<file path="config.mk">
export PLATFORM = sky130hd
export DESIGN_NAME = rf_wb_arbiter
export DESIGN_NICKNAME = d
export VERILOG_FILES = /design/src/rtl/rf_arb_pkg.sv /design/src/rtl/rf_arb_slot.sv /design/src/rtl/rf_wb_arbiter.sv
export SDC_FILE = /design/constraint.sdc
export NUM_CORES = 1
export LEC_CHECK = 0
export CAP_MARGIN = 10
export CORE_AREA = 8 8 136 138
export CTS_BUF_LIST = sky130_fd_sc_hd__clkbuf_4
export DETAILED_ROUTE_END_ITERATION = 12
export DIE_AREA = 0 0 144 146
export PLACE_DENSITY_LB_ADDON = 0.1
export SLEW_MARGIN = 30
export SYNTH_ARGS = -nofsm -noshare
export SYNTH_HDL_FRONTEND = slang
export SYNTH_SLANG_ARGS = --single-unit
</file>
<file path="constraint.sdc">
create_clock -name clk -period 3.8 [get_ports clk]
set_clock_uncertainty 0.05 [all_clocks]
set_input_delay 0.76 -clock clk [delete_from_list [all_inputs] [get_ports clk]]
set_output_delay 0.76 -clock clk [all_outputs]
set_load 0.02 [all_outputs]
</file>
<file path="src/rtl/rf_arb_pkg.sv">
// rf_arb_pkg: shared definitions for the register-file writeback arbiter.
//   RF_ARB_ADDR_W / RF_ARB_DATA_W : default address / data widths
//   req_id_e                      : requester identity (ALU writeback, load writeback)
//   slot_t                        : per-slot status seen by the grant logic
package rf_arb_pkg;

    localparam int RF_ARB_ADDR_W = 5;
    localparam int RF_ARB_DATA_W = 32;

    typedef enum logic {
        REQ_ALU = 1'b0,
        REQ_LSU = 1'b1
    } req_id_e;

    // valid: slot holds a pending write
    // old  : entry is strictly older than the entry in the other slot
    typedef struct packed {
        logic valid;
        logic old;
    } slot_t;

endpackage

</file>
<file path="src/rtl/rf_arb_slot.sv">
// rf_arb_slot: one-entry writeback holding slot with relative-age tracking.
// Ports:
//   clk, reset    : clock, asynchronous active-high reset
//   in_valid      : requester offers a write
//   in_addr/data  : requester write address / data
//   grant         : arbiter drains this slot on the current cycle
//   other_accept  : the other slot takes a new entry on the current edge
//   ready         : slot can take a write this cycle (empty or being drained)
//   accept        : handshake completes on the coming edge
//   status        : valid / older flags for the grant logic
//   addr, data    : stored write
module rf_arb_slot
    import rf_arb_pkg::*;
#(
    parameter int ADDR_W = RF_ARB_ADDR_W,
    parameter int DATA_W = RF_ARB_DATA_W
) (
    input  logic              clk,
    input  logic              reset,
    input  logic              in_valid,
    input  logic [ADDR_W-1:0] in_addr,
    input  logic [DATA_W-1:0] in_data,
    input  logic              grant,
    input  logic              other_accept,
    output logic              ready,
    output logic              accept,
    output slot_t             status,
    output logic [ADDR_W-1:0] addr,
    output logic [DATA_W-1:0] data
);

    logic occupied;
    logic older;

    // ready comes only from registered state and the grant, never from in_valid
    assign ready  = !occupied || grant;
    assign accept = in_valid && ready;

    assign status.valid = occupied;
    assign status.old   = older;

    always_ff @(posedge clk or posedge reset) begin
        if (reset) begin
            occupied <= 1'b0;
            older    <= 1'b0;
            addr     <= '0;
            data     <= '0;
        end else if (accept) begin
            // a fresh entry is never older than anything
            occupied <= 1'b1;
            older    <= 1'b0;
            addr     <= in_addr;
            data     <= in_data;
        end else if (grant) begin
            occupied <= 1'b0;
            older    <= 1'b0;
        end else begin
            // a waiting entry becomes older once the other slot takes something newer
            older <= occupied && (older || other_accept);
        end
    end

endmodule

</file>
<file path="src/rtl/rf_wb_arbiter.sv">
// rf_wb_arbiter: two-requester writeback arbiter for one register-file write port.
// Requester 0 is the ALU writeback, requester 1 the load writeback. Each owns a
// one-entry slot; the older slot wins, equal ages fall back to round-robin.
// Ports:
//   clk, reset                          : clock, asynchronous active-high reset
//   wb0_valid/ready/addr/data           : requester 0 valid-ready write channel
//   wb1_valid/ready/addr/data           : requester 1 valid-ready write channel
//   rg_wrt_en/rg_wrt_addr/rg_wrt_data   : registered register-file write port
//   idle                                : both slots empty and no write issuing
// Build option:
//   RF_ARB_X0_DROP_EN : writes to address 0 consume their grant but never raise rg_wrt_en
module rf_wb_arbiter
    import rf_arb_pkg::*;
#(
    parameter int ADDR_W = RF_ARB_ADDR_W,
    parameter int DATA_W = RF_ARB_DATA_W
) (
    input  logic              clk,
    input  logic              reset,
    input  logic              wb0_valid,
    output logic              wb0_ready,
    input  logic [ADDR_W-1:0] wb0_addr,
    input  logic [DATA_W-1:0] wb0_data,
    input  logic              wb1_valid,
    output logic              wb1_ready,
    input  logic [ADDR_W-1:0] wb1_addr,
    input  logic [DATA_W-1:0] wb1_data,
    output logic              rg_wrt_en,
    output logic [ADDR_W-1:0] rg_wrt_addr,
    output logic [DATA_W-1:0] rg_wrt_data,
    output logic              idle
);

    slot_t             s0_status, s1_status;
    logic [ADDR_W-1:0] s0_addr, s1_addr;
    logic [DATA_W-1:0] s0_data, s1_data;
    logic              s0_accept, s1_accept;
    logic              grant0, grant1, any_grant;
    req_id_e           gnt_id;
    req_id_e           rr_ptr;
    logic [ADDR_W-1:0] sel_addr;
    logic [DATA_W-1:0] sel_data;
    logic              drop_write;

    rf_arb_slot #(.ADDR_W(ADDR_W), .DATA_W(DATA_W)) u_slot0 (
        .clk          (clk),
        .reset        (reset),
        .in_valid     (wb0_valid),
        .in_addr      (wb0_addr),
        .in_data      (wb0_data),
        .grant        (grant0),
        .other_accept (s1_accept),
        .ready        (wb0_ready),
        .accept       (s0_accept),
        .status       (s0_status),
        .addr         (s0_addr),
        .data         (s0_data)
    );

    rf_arb_slot #(.ADDR_W(ADDR_W), .DATA_W(DATA_W)) u_slot1 (
        .clk          (clk),
        .reset        (reset),
        .in_valid     (wb1_valid),
        .in_addr      (wb1_addr),
        .in_data      (wb1_data),
        .grant        (grant1),
        .other_accept (s0_accept),
        .ready        (wb1_ready),
        .accept       (s1_accept),
        .status       (s1_status),
        .addr         (s1_addr),
        .data         (s1_data)
    );

    always_comb begin
        gnt_id = REQ_ALU;
        if (s0_status.valid && s1_status.valid) begin
            if (s0_status.old != s1_status.old) begin
                gnt_id = s0_status.old ? REQ_ALU : REQ_LSU;
            end else begin
                gnt_id = rr_ptr;
            end
        end else if (s1_status.valid) begin
            gnt_id = REQ_LSU;
        end
    end

    assign any_grant = s0_status.valid || s1_status.valid;
    assign grant0    = any_grant && (gnt_id == REQ_ALU);
    assign grant1    = any_grant && (gnt_id == REQ_LSU);
    assign sel_addr  = grant1 ? s1_addr : s0_addr;
    assign sel_data  = grant1 ? s1_data : s0_data;

`ifdef RF_ARB_X0_DROP_EN
    assign drop_write = (sel_addr == '0);
`else
    assign drop_write = 1'b0;
`endif

    always_ff @(posedge clk or posedge reset) begin
        if (reset) begin
            rr_ptr      <= REQ_ALU;
            rg_wrt_en   <= 1'b0;
            rg_wrt_addr <= '0;
            rg_wrt_data <= '0;
        end else begin
            if (any_grant) begin
                rr_ptr <= (gnt_id == REQ_ALU) ? REQ_LSU : REQ_ALU;
            end
            // a dropped write still drains its slot; the port just stays quiet
            if (any_grant && !drop_write) begin
                rg_wrt_en   <= 1'b1;
                rg_wrt_addr <= sel_addr;
                rg_wrt_data <= sel_data;
            end else begin
                rg_wrt_en <= 1'b0;
            end
        end
    end

    assign idle = !s0_status.valid && !s1_status.valid && !rg_wrt_en;

endmodule

</file>
==> metrics.txt <==
status complete, no violations; Final setup viols 0; Worst-path clk slew 100 ps; ys flop type dfrtp_1; fraction of layout cells with a size suffix above 1 7.52%; max_slew headroom 36.5%; WL final 23.5 mm; max-slew violation count 0; ys async rst share 100%; Critical Path RT 2990 ps; worst slew pin tran 953 ps; first-pass GRT wire length 37.5 mm; Setup crit start kind register; die area 21000 sq um; Final Cycle Share 88.1%; CP endpoint kind primary output; Crit Path Class reg -> out; Mapped Area 7210 sq um; Util after Layout 53.7%; placed cell count 1026; Yosys reg bits 117; Max-Cap Viols 0; RePlAce Congestion 0.784; Clock Path Buffers 2; WP data arrival 2540 ps; Clock Latency Late Sink 540 ps; vias in the first global route 6822; CTS tree built; post_cts resized 0; number of remaining DRC errors 0; Post-Syn Nets 843; Starting DRT DRC Count 521; fin crit period 3350 ps; Hold WS 511 ps; Critical Path Fanout Max 28; largest net degree at the start of global routing 83; fin nets 903; commonest non-fill, non-tap cells in the layout clkdlybuf4s50_1 (116), dfrtp_1 (116), nand2_1 (77), o211ai_1 (74), and2_1 (73); Avg Vias per Cell 6.45; # hold bufs at CTS 0; fmax 299 MHz; Seq/Total Area, Yosys 40.6%; RSZ-0062 raised after global routing no; Layout area overhead 21.3%; Yosys Warn Count 0; overall global routing resource usage 22.5%; Final HPWL DP 14.4 mm; Hold Violations, Final 0; Syn Area/Cell 9.43 sq um; via count 6828; worst hold path class reg -> reg; Leakage 3.45 nW; Syn Inst Count 765; H-tree depth 4; worst setup margin 452 ps; I/O pin total 119; DIE HEIGHT 146 um; core area 16300 sq um; Root Buffer Master clkbuf_4; post-route ant nets 0; Place WS 1020 ps; Starting Density 44.3%; Non-Filler Instances 1059; TNS Setup 0 ps; Die W 144 um; grt ovf 0; peak supply drop 326 uV; PortBufs 118; Wirelength per Cell 22.2 um; pwr/cell area 743 nW/um^2; Setup Buffers After CTS 0; initial antenna violation count 1; post-synth cell types 31; clock buffer count from CTS 17; clk sink count 117; DR pass1 iterations 6; Post-synth EDFFs 0; Rows 47
through the flow:
step           instance area, sq um  power (mW)
2_1_floorplan                  7220        4.38
3_3_place_gp                   8450        5.39
3_5_place_dp                   8450        5.51
4_1_cts                        8750        6.52
5_1_grt                        8750        6.89
6_report                       8750        6.50
path summary, 6_finish.rpt:
check | from | end | slack, ps | cells after the start
min | u_slot0.data[31] | u_slot0.data[31] | 510 | 2
min reg2reg | u_slot0.data[31] | u_slot0.data[31] | 510 | 2
max reg2reg | u_slot1.occupied | u_slot0.data[19] | 1040 | 5
min in group asynchronous | reset | u_slot0.data[1] | 670 | 2
max in group asynchronous | reset | u_slot0.data[15] | 2320 | 3
max | u_slot1.occupied | wb1_ready | 450 | 3
flip-flops by register name (all words and copies together), names as in the netlist:
register	flops
rg_wrt_addr	5
rg_wrt_data	32
rg_wrt_en	1
rr_ptr	1
u_slot0.addr	5
u_slot0.data	32
u_slot0.occupied	1
u_slot0.older	1
u_slot1.addr	5
u_slot1.data	32
u_slot1.occupied	1
u_slot1.older	1
cell type report:
| type | count | area [sq um] |
|---|---|---|
| Fill cell | 1494 | 7540 |
| Clock inverter | 14 | 165 |
| Tap cell | 220 | 275 |
| Multi-Input combinational cell | 547 | 3850 |
| Inverter | 5 | 22.5 |
| Sequential cell | 117 | 2930 |
| Clock buffer | 18 | 135 |
| Timing Repair Buffer | 137 | 1360 |
| Antenna cell | 1 | 2.50 |
power breakdown:
| group | switching [mW] | leakage [nW] | internal [mW] |
|---|---|---|---|
| logic | 1.57 | 1.92 | 1.41 |
| registers | 0.672 | 1.37 | 1.85 |
| clock network | 0.482 | 0.161 | 0.513 |
critical path: stages (launching register included):
cell,delay (ps)
dfrtp_1,980
and2_2,320
nand3_1,130
clkdlybuf4s50_1,580
cells by family (layout without fill, tap and decap cells):
logic type | count (synthesis) | in the layout | synth area share [%]
other cells | 0 | 1 | 0
compound gates | 265 | 265 | 31.6
simple gates | 276 | 276 | 20.8
mux | 6 | 6 | 0.919
flops | 117 | 117 | 40.6
buf+inv | 101 | 174 | 6.11
cells in the mapped netlist (2+ instances only):
library cell	count	area, sq um
a21oi_1	2	10.0
dfrtp_1	117	2930
buf_1	12	45.0
a221o_1	36	360
and4b_1	2	20.0
nand3_1	39	195
nor2_1	3	11.3
and2_1	74	463
a221oi_1	37	324
nor2b_1	38	238
a31o_2	2	17.5
and3_1	37	231
a211o_1	37	324
nand3b_1	2	15.0
a32oi_1	37	324
a2bb2oi_1	37	324
mux2_2	5	56.3
o211ai_1	74	556
nand2b_1	2	12.5
buf_6	6	67.6
buf_2	13	65.1
nand2_1	77	289
clkbuf_1	65	244
inv_1	4	15.0
per-layer routing:
layer | wire length, um | up-vias | global-route usage [%]
met5 | 0 | - | 0
met1 | 10500 | 3439 | 30.4
met4 | 274 | 0 | 7.05
met2 | 11300 | 285 | 35.6
li1 | - | 3083 | -
met3 | 1440 | 21 | 4.20
(Power assumes the default switching activity.)
